### src/rtl/life_pkg.sv
// Shared types, sizes and helpers for the Game of Life generation controller.
package life_pkg;

    localparam int GRID_W    = 16;
    localparam int GRID_H    = 16;
    localparam int ROW_IDX_W = 4;
    localparam int CNT_W     = 9;

    typedef logic [GRID_H-1:0][GRID_W-1:0] environment_t;

    typedef enum logic [1:0] {
        IDLE    = 2'd0,
        COMPUTE = 2'd1,
        COMMIT  = 2'd2,
        WAIT    = 2'd3
    } ctrl_state_t;

    function automatic logic [4:0] popcount16(input logic [GRID_W-1:0] v);
        logic [4:0] c;
        c = '0;
        for (int i = 0; i < GRID_W; i++) begin
            c = c + {4'b0000, v[i]};
        end
        return c;
    endfunction

endpackage

### src/rtl/life_row_eval.sv
// Combinational next-state of one grid row from its two vertical neighbours.
// Columns wrap 0<->15 here; the caller supplies the vertically wrapped rows.
module life_row_eval
    import life_pkg::*;
(
    input  logic [GRID_W-1:0] row_above,
    input  logic [GRID_W-1:0] row_centre,
    input  logic [GRID_W-1:0] row_below,
    output logic [GRID_W-1:0] next_row,
    output logic [4:0]        births,
    output logic [4:0]        deaths
);

    logic [GRID_W-1:0] birth_vec;
    logic [GRID_W-1:0] death_vec;

    genvar gi;
    generate
        for (gi = 0; gi < GRID_W; gi++) begin : g_cell
            localparam int L = (gi + GRID_W - 1) % GRID_W;
            localparam int R = (gi + 1) % GRID_W;
            logic [3:0] nbr;

            assign nbr = {3'b000, row_above[L]}  + {3'b000, row_above[gi]}  + {3'b000, row_above[R]}
                       + {3'b000, row_centre[L]}                            + {3'b000, row_centre[R]}
                       + {3'b000, row_below[L]}  + {3'b000, row_below[gi]}  + {3'b000, row_below[R]};

            assign next_row[gi]  = (nbr == 4'd3) | (row_centre[gi] & (nbr == 4'd2));
            assign birth_vec[gi] = ~row_centre[gi] &  next_row[gi];
            assign death_vec[gi] =  row_centre[gi] & ~next_row[gi];
        end
    endgenerate

    assign births = popcount16(birth_vec);
    assign deaths = popcount16(death_vec);

endmodule

### src/rtl/life_gen_controller.sv
// 16x16 toroidal Game of Life: row-serial evaluation into a shadow buffer,
// single-cycle commit, seed loading, run/step control and generation statistics.
module life_gen_controller
    import life_pkg::*;
#(
    parameter int GEN_W     = 16,
    parameter int TICK_DIV  = 0,
    parameter int AUTO_HALT = 1
) (
    input  logic              clk,
    input  logic              rst,
    input  logic              load_valid,
    output logic              load_ready,
    input  logic [3:0]        load_row,
    input  logic [15:0]       load_data,
    input  logic              cmd_run,
    input  logic              cmd_stop,
    input  logic              cmd_step,
    input  logic              cmd_clear,
    input  logic [3:0]        rd_row,
    output logic [15:0]       rd_data,
    output logic              busy,
    output logic              gen_done,
    output logic [GEN_W-1:0]  generation,
    output logic [8:0]        birth_cnt,
    output logic [8:0]        death_cnt,
    output logic [8:0]        population,
    output logic              stable
);

    localparam int TICK_W = (TICK_DIV > 1) ? $clog2(TICK_DIV) : 1;

    ctrl_state_t          state_reg, state_next;
    environment_t         grid_reg, shadow_reg;
    logic [ROW_IDX_W-1:0] row_cnt_reg, row_up, row_dn;
    logic [TICK_W-1:0]    tick_cnt_reg;
    logic                 run_mode_reg, stop_pending_reg;
    logic [CNT_W-1:0]     birth_acc_reg, death_acc_reg, pop_acc_reg;
    logic [CNT_W-1:0]     birth_cnt_reg, death_cnt_reg, population_reg;
    logic [GEN_W-1:0]     generation_reg;
    logic                 stable_reg, gen_done_reg;

    logic                 load_fire, same_c, halt_c, tick_last;
    logic [CNT_W-1:0]     pop_load;
    logic [GRID_W-1:0]    eval_row;
    logic [4:0]           eval_births, eval_deaths;

    // Vertical wrap falls out of 4-bit modular row arithmetic.
    assign row_up = row_cnt_reg - ROW_IDX_W'(1);
    assign row_dn = row_cnt_reg + ROW_IDX_W'(1);

    life_row_eval u_row_eval (
        .row_above  (grid_reg[row_up]),
        .row_centre (grid_reg[row_cnt_reg]),
        .row_below  (grid_reg[row_dn]),
        .next_row   (eval_row),
        .births     (eval_births),
        .deaths     (eval_deaths)
    );

    assign load_ready = (state_reg == IDLE);
    assign load_fire  = load_valid & load_ready;
    assign same_c     = (shadow_reg == grid_reg);
    assign tick_last  = (tick_cnt_reg == TICK_W'(TICK_DIV - 1));
    // A stop arriving in the commit cycle itself also ends the run here.
    assign halt_c     = !run_mode_reg || stop_pending_reg || cmd_stop ||
                        ((AUTO_HALT != 0) && same_c);
    assign pop_load   = population_reg - CNT_W'(popcount16(grid_reg[load_row]))
                                       + CNT_W'(popcount16(load_data));

    always_ff @(posedge clk or posedge rst) begin
        if (rst) begin
            state_reg <= IDLE;
        end else begin
            state_reg <= state_next;
        end
    end

    always_comb begin
        state_next = state_reg;
        case (state_reg)
            IDLE: begin
                if (!cmd_clear && !load_fire && (cmd_step || cmd_run)) begin
                    state_next = COMPUTE;
                end
            end
            COMPUTE: begin
                if (row_cnt_reg == ROW_IDX_W'(GRID_H - 1)) begin
                    state_next = COMMIT;
                end
            end
            COMMIT: begin
                if (halt_c) begin
                    state_next = IDLE;
                end else if (TICK_DIV > 0) begin
                    state_next = WAIT;
                end else begin
                    state_next = COMPUTE;
                end
            end
            WAIT: begin
                if (cmd_stop) begin
                    state_next = IDLE;
                end else if (tick_last) begin
                    state_next = COMPUTE;
                end
            end
            default: state_next = IDLE;
        endcase
    end

    always_ff @(posedge clk or posedge rst) begin
        if (rst) begin
            grid_reg         <= '0;
            shadow_reg       <= '0;
            row_cnt_reg      <= '0;
            tick_cnt_reg     <= '0;
            run_mode_reg     <= 1'b0;
            stop_pending_reg <= 1'b0;
            birth_acc_reg    <= '0;
            death_acc_reg    <= '0;
            pop_acc_reg      <= '0;
            birth_cnt_reg    <= '0;
            death_cnt_reg    <= '0;
            population_reg   <= '0;
            generation_reg   <= '0;
            stable_reg       <= 1'b0;
            gen_done_reg     <= 1'b0;
        end else begin
            gen_done_reg <= (state_reg == COMMIT);
            row_cnt_reg  <= '0;
            tick_cnt_reg <= '0;
            case (state_reg)
                IDLE: begin
                    birth_acc_reg    <= '0;
                    death_acc_reg    <= '0;
                    pop_acc_reg      <= '0;
                    stop_pending_reg <= 1'b0;
                    if (cmd_clear) begin
                        grid_reg       <= '0;
                        generation_reg <= '0;
                        birth_cnt_reg  <= '0;
                        death_cnt_reg  <= '0;
                        population_reg <= '0;
                        stable_reg     <= 1'b0;
                    end else if (load_fire) begin
                        grid_reg[load_row] <= load_data;
                        population_reg     <= pop_load;
                    end else if (cmd_step) begin
                        run_mode_reg <= 1'b0;
                    end else if (cmd_run) begin
                        run_mode_reg <= 1'b1;
                    end
                end
                COMPUTE: begin
                    shadow_reg[row_cnt_reg] <= eval_row;
                    row_cnt_reg   <= row_cnt_reg + ROW_IDX_W'(1);
                    birth_acc_reg <= birth_acc_reg + CNT_W'(eval_births);
                    death_acc_reg <= death_acc_reg + CNT_W'(eval_deaths);
                    pop_acc_reg   <= pop_acc_reg + CNT_W'(popcount16(eval_row));
                    if (cmd_stop) begin
                        stop_pending_reg <= 1'b1;
                    end
                end
                COMMIT: begin
                    grid_reg       <= shadow_reg;
                    generation_reg <= generation_reg + GEN_W'(1);
                    birth_cnt_reg  <= birth_acc_reg;
                    death_cnt_reg  <= death_acc_reg;
                    population_reg <= pop_acc_reg;
                    stable_reg     <= same_c;
                    birth_acc_reg  <= '0;
                    death_acc_reg  <= '0;
                    pop_acc_reg    <= '0;
                    if (halt_c) begin
                        run_mode_reg     <= 1'b0;
                        stop_pending_reg <= 1'b0;
                    end
                end
                WAIT: begin
                    tick_cnt_reg <= tick_cnt_reg + TICK_W'(1);
                    if (cmd_stop) begin
                        run_mode_reg     <= 1'b0;
                        stop_pending_reg <= 1'b0;
                    end
                end
                default: ;
            endcase
        end
    end

    assign rd_data    = grid_reg[rd_row];
    assign busy       = (state_reg != IDLE);
    assign gen_done   = gen_done_reg;
    assign generation = generation_reg;
    assign birth_cnt  = birth_cnt_reg;
    assign death_cnt  = death_cnt_reg;
    assign population = population_reg;
    assign stable     = stable_reg;

endmodule

### config.mk
export PLATFORM = sky130hd
export DESIGN_NAME = life_gen_controller
export DESIGN_NICKNAME = d
export VERILOG_FILES = /design/src/rtl/life_pkg.sv /design/src/rtl/life_row_eval.sv /design/src/rtl/life_gen_controller.sv
export SDC_FILE = /design/constraint.sdc
export NUM_CORES = 2
export LEC_CHECK = 0
export BUFFER_PORTS_ARGS = -buffer_cell sky130_fd_sc_hd__buf_2
export CORE_ASPECT_RATIO = 1.4
export CORE_MARGIN = 2
export CORE_UTILIZATION = 23
export DETAILED_ROUTE_END_ITERATION = 7
export MAX_ROUTING_LAYER = met4
export SLEW_MARGIN = 20
export SYNTH_ARGS = -nofsm -noshare
export SYNTH_HDL_FRONTEND = slang
export SYNTH_HIERARCHICAL = 1
export SYNTH_SLANG_ARGS = --single-unit
### constraint.sdc
create_clock -name clk -period 46.9 [get_ports clk]
set_input_delay 4.69 -clock clk [delete_from_list [all_inputs] [get_ports clk]]
set_output_delay 4.69 -clock clk [all_outputs]
set_load 0.01 [all_outputs]
==> impl_metrics.ini <==
[setup_path]
r2r_slack_ns = 35.10
arrival_ns = 7.35
end_kind = output port
cp_top_family = buffers and inverters
cp_num_buf_inv = 3
worstRegToRegCells = 33
worst-setup-path-type = in -> out
path_cells = buf_4 -> buf_4 -> mux4_2 -> mux4_2 -> buf_2
start_kind = primary input
critical_path.max_stage_delay_ns = 0.71
cp_slowest_cell = buf_4
reg2reg_to = birth_acc_reg[8]
cp.required_ns = 42.21
r2r-start = row_cnt_reg[0]
worstPathMaxFanout = 36

[run_status]
status = finished clean

[sta]
rsz0062_at_grt = false
max_freq_mhz = 83.1
post-route-period-util_pct = 25.7
setup_viol = 0
slew_viol_final = 0
tns_ns = 0
maxSlewHeadroom_pct = 4.06
clock_skew_ns = 0.0291
post-route-min-period_ns = 12.04
max_slew.worst_pin.slew_ns = 1.44
layout_setup_ws_ns = 34.86
fin_hold_ws_ns = 0.433
hold_viol_final = 0

[placement]
gp_congestion = 1.03
dp_cells = 6139
dpl.hpwl_um = 130000
numPortBuffers = 93
post-place-ws_ns = 34.68
placed_area_mm2 = 0.0457

[floorplanning]
io_pins = 94
initial_utilization_pct = 23.1
die_h_um = 512
dieArea_mm2 = 0.188
die_width_um = 367
rows = 186
core_area_mm2 = 0.183

[drt]
routed_via_density = 5.38
avgRoutedWirePerCell_um = 29.5
drt_wl_total_um = 185000
drc = 0
drtIter0Drc = 4455
first_pass_iters = 7
vias = 33800
final_antenna_net_count = 0

[min_path]
holdPathEnd = tick_cnt_reg
hold_depth = 1
worstHoldStart = tick_cnt_reg
min_path_type = reg -> reg

[yosys]
seq_area_frac_synth_pct = 35.0
async_flop_share_pct = 100
synth.top_cell.area_share_pct = 35.0
ys_ff_latch = 593
syn_area_mm2 = 0.0424
yosysTopAreaCell = dfrtp_1
yosys_warnings = 6
avgSynthCellArea_um2 = 11.2
synth_edf_count = 0
synthTopCellsByArea = dfrtp_1 (35%), mux4_2 (18%), mux2_2 (6.7%)
syn-num-nets = 4050
ys.flop_type = dfrtp_1
syn_inst = 3789
ys_types = 60

[clock_tree]
clock_latency_ns = 0.67
cts_buffers = 66
root_buffer = clkbuf_16
cts_buffer_depth = 3
post_cts.repair.setup_buffers = 0
holdBufCountCts = 0
cts.clk_slew.worst_paths_ns = 0.06
h-tree-depth = 3
cts_resized = 0
cts_tree = built
cts_sinks = 593

[cells_and_area]
finalNonFillerCells = 6268
final_cell_mix = dfrtp_1 (589), nand2_1 (378), mux4_2 (331)
drive_gt1_share_pct = 25.1
syn_to_final_growth_pct = 13.2
fillers = 19100
design_area_mm2 = 0.0480
nNetsFinal = 4024
utilization_pct = 26.2
final_common_cell = dfrtp_1

[grt]
grt_max_degree = 179
grt_pass1_wl_um = 260000
track_usage_pct = 20.0
overflow = 0
antenna_found_initial = 12
grt_pass1_vias = 33100

[flow_run]
maxCapViolCount = 0

[power]
ir_drop_v = 0.000120
p_total_mw = 3.78
leakage_nw = 21.3
power_density_mw_per_mm2 = 78.7
## how the worst max path moves through the flow
stage,end,cells after the start,start
finish,rd_data[12],5,rd_row[0]
global route,birth_acc_reg[7],33,row_cnt_reg[0]
CTS,rd_data[0],5,rd_row[0]
detailed placement,population[7],24,load_row[0]
global placement,population[7],24,load_row[0]
floorplan,birth_acc_reg[0],1,rst
## synth_stat cells (12+ instances only)
cell type	count
dfrtp_1	593
nand2_1	378
mux4_2	331
o21ai_0	326
xor2_1	274
a22oi_1	261
mux2_2	252
inv_1	232
clkbuf_1	160
nor2_1	135
fa_1	127
ha_1	103
a21oi_1	100
buf_2	72
nor4_1	69
o21ai_1	50
nand3_1	38
mux2i_1	37
xnor2_1	25
and2_1	23
nand4_1	22
buf_1	21
buf_4	14
nor2b_1	14
nor2_2	12
## power by group
part,switching (mW),internal [mW]
sequential,0.122,0.619
combinational,1.57,0.918
clock,0.234,0.317
total,1.92,1.85
## logic make-up after synthesis
logic type      after synthesis  share of synthesized area, %
compound gates              773                          10.9
xor+xnor                    299                          6.18
fa+ha+maj                   230                          9.04
buf+inv                     508                          4.98
flops                       593                          35.0
mux                         625                          25.5
simple gates                761                          8.40
## per-layer routing
layer / GRT usage [%] / part of all wire (%)
met2: 29.7 / 44
met3: 5.15 / 9.9
met1: 22.5 / 35
met4: 16.8 / 10
met5: - / 0
## layout make-up
cell class / count / area, um2 / area share (%)
clock buffers: 92 / 1900 / 3.96
inverters: 233 / 890 / 1.85
clock inverters: 24 / 297 / 0.618
multi-input cells: 2688 / 25800 / 53.7
diodes: 13 / 32.5 / 0.0678
well taps: 2444 / 3060 / 6.37
repair buffers: 181 / 1170 / 2.44
flip-flops and latches: 593 / 14800 / 30.9
Power figures use the tool's default switching activity.
